`config.mk`:
```
export PLATFORM = sky130hd
export DESIGN_NAME = load_store_unit
export DESIGN_NICKNAME = d
export VERILOG_FILES = /design/src/rtl/lsu_pkg.sv /design/src/rtl/lsu_byte_lane.sv /design/src/rtl/load_store_unit.sv
export SDC_FILE = /design/constraint.sdc
export NUM_CORES = 1
export LEC_CHECK = 0
export CAP_MARGIN = 40
export CORE_UTILIZATION = 35
export DETAILED_ROUTE_END_ITERATION = 7
export GPL_TIMING_DRIVEN = 0
export PLACE_DENSITY = 0.59
export SLEW_MARGIN = 10
export SYNTH_ARGS = -nofsm -noshare
export SYNTH_HDL_FRONTEND = slang
export SYNTH_HIERARCHICAL = 1
export SYNTH_SLANG_ARGS = --single-unit
```
`constraint.sdc`:
```
create_clock -name Clk -period 2.2 [get_ports Clk]
set_clock_uncertainty 0.05 [all_clocks]
set_input_delay 0.44 -clock Clk [delete_from_list [all_inputs] [get_ports Clk]]
set_output_delay 0.44 -clock Clk [all_outputs]
set_load 0.01 [all_outputs]
```
`src/rtl/lsu_pkg.sv`:
```
// Shared definitions for the load/store unit: op encodings, size field values,
// FSM state enum and the op legality decode.
package lsu_pkg;

    localparam logic [1:0] SZ_BYTE = 2'b00;
    localparam logic [1:0] SZ_HALF = 2'b01;
    localparam logic [1:0] SZ_WORD = 2'b11;

    // bit3 = store, bit2 = unsigned, bits[1:0] = size
    localparam logic [3:0] OP_LB  = 4'b0000;
    localparam logic [3:0] OP_LH  = 4'b0001;
    localparam logic [3:0] OP_LW  = 4'b0011;
    localparam logic [3:0] OP_LBU = 4'b0100;
    localparam logic [3:0] OP_LHU = 4'b0101;
    localparam logic [3:0] OP_SB  = 4'b1000;
    localparam logic [3:0] OP_SH  = 4'b1001;
    localparam logic [3:0] OP_SW  = 4'b1011;

    typedef enum logic [2:0] {
        ST_IDLE,
        ST_RD,
        ST_CAP,
        ST_WR,
        ST_FIN
    } lsu_state_t;

    function automatic logic op_legal(input logic [3:0] op);
        case (op)
            OP_LB, OP_LH, OP_LW, OP_LBU, OP_LHU, OP_SB, OP_SH, OP_SW: return 1'b1;
            default: return 1'b0;
        endcase
    endfunction

endpackage

```
`src/rtl/lsu_byte_lane.sv`:
```
// Big-endian lane steering: extract/extend a load result and merge store data into a word.
// Latency: combinational. Backpressure: none (pure function of its inputs).
// Lane 0 is the most significant byte of the word.
module lsu_byte_lane
    import lsu_pkg::*;
(
    input  logic [1:0]  i_size,
    input  logic        i_unsigned,
    input  logic [1:0]  i_lane,
    input  logic [31:0] i_word,
    input  logic [31:0] i_wdata,
    output logic [31:0] o_load,
    output logic [31:0] o_merged
);

    logic [7:0]  w_byte;
    logic [15:0] w_half;

    always_comb begin
        w_byte = i_word[31:24];
        case (i_lane)
            2'd0:    w_byte = i_word[31:24];
            2'd1:    w_byte = i_word[23:16];
            2'd2:    w_byte = i_word[15:8];
            default: w_byte = i_word[7:0];
        endcase
        w_half = i_lane[1] ? i_word[15:0] : i_word[31:16];
    end

    always_comb begin
        o_load = i_word;
        case (i_size)
            SZ_BYTE: o_load = {{24{~i_unsigned & w_byte[7]}}, w_byte};
            SZ_HALF: o_load = {{16{~i_unsigned & w_half[15]}}, w_half};
            default: o_load = i_word;
        endcase
    end

    always_comb begin
        o_merged = i_word;
        case (i_size)
            SZ_BYTE: begin
                case (i_lane)
                    2'd0:    o_merged[31:24] = i_wdata[7:0];
                    2'd1:    o_merged[23:16] = i_wdata[7:0];
                    2'd2:    o_merged[15:8]  = i_wdata[7:0];
                    default: o_merged[7:0]   = i_wdata[7:0];
                endcase
            end
            SZ_HALF: begin
                if (i_lane[1]) o_merged[15:0]  = i_wdata[15:0];
                else           o_merged[31:16] = i_wdata[15:0];
            end
            default: o_merged = i_wdata;
        endcase
    end

endmodule

```
`src/rtl/load_store_unit.sv`:
```
// CPU-side initiator for a word-only data memory; sub-word stores done as read-modify-write.
// Latency: loads done at T+3, SW T+2, SB/SH T+4, fault/illegal T+1 (T = accept cycle).
// Backpressure: req_ready only in IDLE, one request in flight. Macro LSU_ALIGN_CHECK_EN adds alignment faults.
module load_store_unit
    import lsu_pkg::*;
#(
    parameter int MEM_DEPTH = 256
)
(
    input  logic        Clk,
    input  logic        Reset,
    input  logic        req_valid,
    output logic        req_ready,
    input  logic [3:0]  req_op,
    input  logic [31:0] req_addr,
    input  logic [31:0] req_wdata,
    output logic [31:0] rdata,
    output logic        done,
    output logic        err,
    output logic        MemRead,
    output logic        MemWrite,
    output logic [31:0] mem_address,
    output logic [31:0] mem_wdata,
    input  logic [31:0] mem_rdata
);

    // The word index is never range-checked; a memory deeper than 2^30 words is simply unreachable.
    if (MEM_DEPTH > (1 << 30)) begin : g_depth_unreachable
    end

    lsu_state_t  r_state, w_next;
    logic [3:0]  r_op;
    logic [1:0]  r_lane;
    logic [31:0] r_wdata;
    logic [31:0] r_rdata;
    logic [31:0] r_mem_addr;
    logic [31:0] r_mem_wdata;
    logic        r_err;

    logic        w_accept;
    logic        w_fault;
    logic [31:0] w_load;
    logic [31:0] w_merged;

    assign w_accept = (r_state == ST_IDLE) && req_valid;

    always_comb begin
        w_fault = ~op_legal(req_op);
`ifdef LSU_ALIGN_CHECK_EN
        if (req_op[1:0] == SZ_HALF && req_addr[0])          w_fault = 1'b1;
        if (req_op[1:0] == SZ_WORD && req_addr[1:0] != 2'b00) w_fault = 1'b1;
`endif
    end

    always_comb begin
        w_next = r_state;
        case (r_state)
            ST_IDLE: begin
                if (req_valid) begin
                    if (w_fault)             w_next = ST_FIN;
                    else if (req_op == OP_SW) w_next = ST_WR;
                    else                      w_next = ST_RD;
                end
            end
            ST_RD:   w_next = ST_CAP;
            ST_CAP:  w_next = r_op[3] ? ST_WR : ST_FIN;
            ST_WR:   w_next = ST_FIN;
            ST_FIN:  w_next = ST_IDLE;
            default: w_next = ST_IDLE;
        endcase
    end

    always_ff @(posedge Clk) begin
        if (Reset) begin
            r_state     <= ST_IDLE;
            r_op        <= '0;
            r_lane      <= '0;
            r_wdata     <= '0;
            r_rdata     <= '0;
            r_mem_addr  <= '0;
            r_mem_wdata <= '0;
            r_err       <= 1'b0;
        end else begin
            r_state <= w_next;
            if (w_accept) begin
                r_op       <= req_op;
                r_lane     <= req_addr[1:0];
                r_wdata    <= req_wdata;
                r_err      <= w_fault;
                r_mem_addr <= {2'b00, req_addr[31:2]};
                if (!w_fault && req_op == OP_SW) r_mem_wdata <= req_wdata;
            end
            // mem_rdata is valid here, one cycle after the MemRead strobe
            if (r_state == ST_CAP) begin
                if (r_op[3]) r_mem_wdata <= w_merged;
                else         r_rdata     <= w_load;
            end
        end
    end

    lsu_byte_lane u_lane (
        .i_size     (r_op[1:0]),
        .i_unsigned (r_op[2]),
        .i_lane     (r_lane),
        .i_word     (mem_rdata),
        .i_wdata    (r_wdata),
        .o_load     (w_load),
        .o_merged   (w_merged)
    );

    assign req_ready   = (r_state == ST_IDLE);
    assign done        = (r_state == ST_FIN);
    assign err         = (r_state == ST_FIN) && r_err;
    assign MemRead     = (r_state == ST_RD);
    assign MemWrite    = (r_state == ST_WR);
    assign mem_address = r_mem_addr;
    assign mem_wdata   = r_mem_wdata;
    assign rdata       = r_rdata;

endmodule
```
==> summary.txt <==
Yosys
  – Yosys cell types: 61
  – Post-Synth Simple-Gate Area: around 27%
  – Post-synthesis sequential area ratio: 38.0%
  – Number of synthesized flops with an enable pin: 0
  – Synth Flop Type: dfxtp_1
  – Synthesized instance count: ~900
  – XOR/XNOR share of the synthesized area: 0%
  – Synth Area in Adders: 0%
  – Ys Warns: 6
  – Compound-Gate Fraction of Synth Area: 20.9%
  – Fraction of registers with async set or reset after synthesis: 0%
  – FF+latch count, synth: about 140
  – Post-synthesis mux area share: approximately 6.6%
  – Syn Area/Cell: roughly 8 sq um
  – Synthesized area: 0.00716 sq mm
  – Main combinational cell family by area after synthesis: simple AND/OR/NAND/NOR gates

Setup path
  – Setup CP Type: primary input to register
  – R2R Path End: mem_wdata[12]
  – Crit path arrival time: ~2.3 ns
  – Worst EP required: 2.44 ns
  – Worst r2r src: r_lane[1]
  – Startpoint types: primary input
  – Crit. End Element: register
  – Reg2reg setup slack: 0.13 ns
  – Worst R2R Path Depth: 7
  – Crit-path max FO: 10

Final layout
  – Share of layout cells above drive strength 1: about 13%
  – Number of fill cells in the layout: 1,977
  – Final Net Count: 1,220
  – Finished Cell Area: approximately 0.010 sq mm
  – Most frequent cells in the layout: 223 x nand2_1, 195 x clkdlybuf4s50_1, 134 x dfxtp_1, 105 x a21oi_1, 36 x clkbuf_1
  – Final Core Density: between 50% and 60%
  – Layout Cells excl Fill: around 1,400
  – N_diodes: 0
  – Area delta synth->final: 42.0%
  – Commonest non-fill, non-tap cell in the layout: nand2_1

Die
  – Die W: 145 um
  – I/O pin count: 204
  – Die Ht: roughly 150 um
  – Row count: just over 50
  – Die ar.: 0.0210 sq mm
  – Initial Utilization: 36.2%
  – Core area: 0.0198 sq mm

STA
  – Relative slew slack: 46.5%
  – Setup ws final: 0.113 ns
  – Tcrit/Tclk final: between 90% and 100%
  – Min cycle time layout: 2.09 ns
  – RSZ-0062 raised after global routing: false
  – Final Setup Violations: 0
  – Maximum clock rate: about 480 MHz
  – Max-slew violation count: 0
  – Slew @ Worst Pin: 0.803 ns
  – Final hold violations: 0

Global route
  – Largest net degree at the start of global routing: 17
  – Initial antenna violation count: 0
  – Vias in the first global route: between 6,000 and 7,000
  – Gr usage total: 24.5%
  – Grt total ovfl: 0
  – Global-route wire length before repair: 40,100 um

Placed design
  – Placer Congestion: 0.902
  – Placed cell count: 1,364
  – Pre-CTS setup slack: -0.495 ns
  – Buffers on Ports: 200
  – Placed Area: 0.00950 sq mm
  – Dpl hpwl: slightly below 20,000 um

CTS
  – Clock Tree Buf Depth: 2
  – CTS Hold Buffers Added: 0
  – Worst skew pair latency: about 0.43 ns
  – H-tree levels: 4
  – Post-CTS setup buffer count: 0
  – Clock Sinks: 136
  – Clock-pin slew on the worst setup and hold paths: 0.06 ns
  – TritonCTS clock tree: yes
  – Clock Tree Root: clkbuf_16
  – Post-cts resize count: 15
  – CTS Buf Count: 17

Outcome
  – Status: complete, no violations

Routing
  – DRT iter0 DRCs: 553
  – DR pass1 iterations: 5
  – Via Count: 7,464
  – WL/cell: 18.8 um
  – Drt drc: 0
  – DRT antenna net count: 0
  – Final wirelength: 26,200 um
  – Vias per cell: 5.35

Pwr
  – Leakage: around 3.6 nW
  – Worst vdd ir: 632 uV
  – Power per cell area: 723 mW/mm^2

Worst hold path
  – Hold path cells: 2
  – Hold EP: rdata[7]
  – HP Class: register to register
  – Hold Crit Start: rdata[7]

Flow run
  – Max Cap Viol: 0
-- metal layers --
metal	part of all wire (%)	vias up	GRT usage [%]
met2	44	303	37.7
met3	6.1	39	3.62
li1	-	3631	-
met5	0	-	0
met1	48	3491	35.0
met4	1.9	0	7.74
-- where the power goes --
group | switching [mW] | internal (mW)
Combinational | 0.876 | 0.726
Clock | 1.23 | 1.81
Sequential | 0.113 | 2.60
Total | 2.21 | 5.13
-- final cells by class --
type                            instances  area (sq um)  area share (%)
Tap cell                              265           332            3.26
Clock buffer                           17           425            4.18
Buffer                                 89           492            4.84
Timing Repair Buffer                  200          2000            19.7
Multi-Input combinational cell        664          3970            39.1
Inverter                                9          33.8           0.332
Clock inverter                         15           190            1.87
Sequential cell                       136          2730            26.8
-- how the worst max path moves through the flow --
stage	from	to	slack (ns)
after floorplan	r_lane[1]	mem_wdata[10]	0.50
after global placement	mem_rdata[31]	rdata[31]	-0.47
after detailed placement	mem_rdata[31]	rdata[31]	-0.50
after CTS	r_state[1]	MemWrite	0.01
after global routing	r_op[1]	mem_wdata[27]	0.06
final	mem_rdata[31]	rdata[31]	0.11
-- kinds of logic (layout without fill, tap and decap cells) --
logic type	count (synthesis)	in the layout
flops	136	136
simple gates	382	382
buf+inv	99	330
compound gates	235	235
mux	45	45
other cells	1	2
-- registers in the layout (all words and copies together), names as in the netlist --
| name | count |
|---|---|
| mem_wdata | 32 |
| rdata | 32 |
| r_op | 4 |
| r_err | 1 |
| mem_address | 30 |
| r_wdata | 32 |
| r_state | 3 |
| r_lane | 2 |
-- synth_stat cells, types with 18 or more instances --
cell / instances / area [sq um]
dfxtp_1: 136 / 2720
nand2_1: 224 / 841
nor3_2: 18 / 180
nor2b_1: 19 / 119
a211oi_1: 30 / 225
clkbuf_1: 39 / 146
nor2_1: 33 / 124
nor4_1: 19 / 119
buf_2: 30 / 150
a21oi_1: 105 / 526
mux2i_1: 34 / 340
o21ai_0: 28 / 140
-- through the flow --
stage / TNS, ns / power (mW) / hold WS (ns)
floorplan: 0 / 3.64 / 0.382
global placement: -12.43 / 4.32 / 0.391
detailed placement: -11.99 / 4.33 / 0.396
CTS: 0 / 7.37 / 0.406
global route: 0 / 7.63 / 0.419
finish: 0 / 7.35 / 0.402
-- worst max-delay path: stages --
cell and delay, ns:
clkdlybuf4s50_1 0.60, mux2_2 0.38, a31oi_4 0.32, clkbuf_2 0.26, o21ai_0 0.11, nand2_1 0.13
a21oi_1 0.07
No activity file was read; power rests on OpenSTA's default activity.
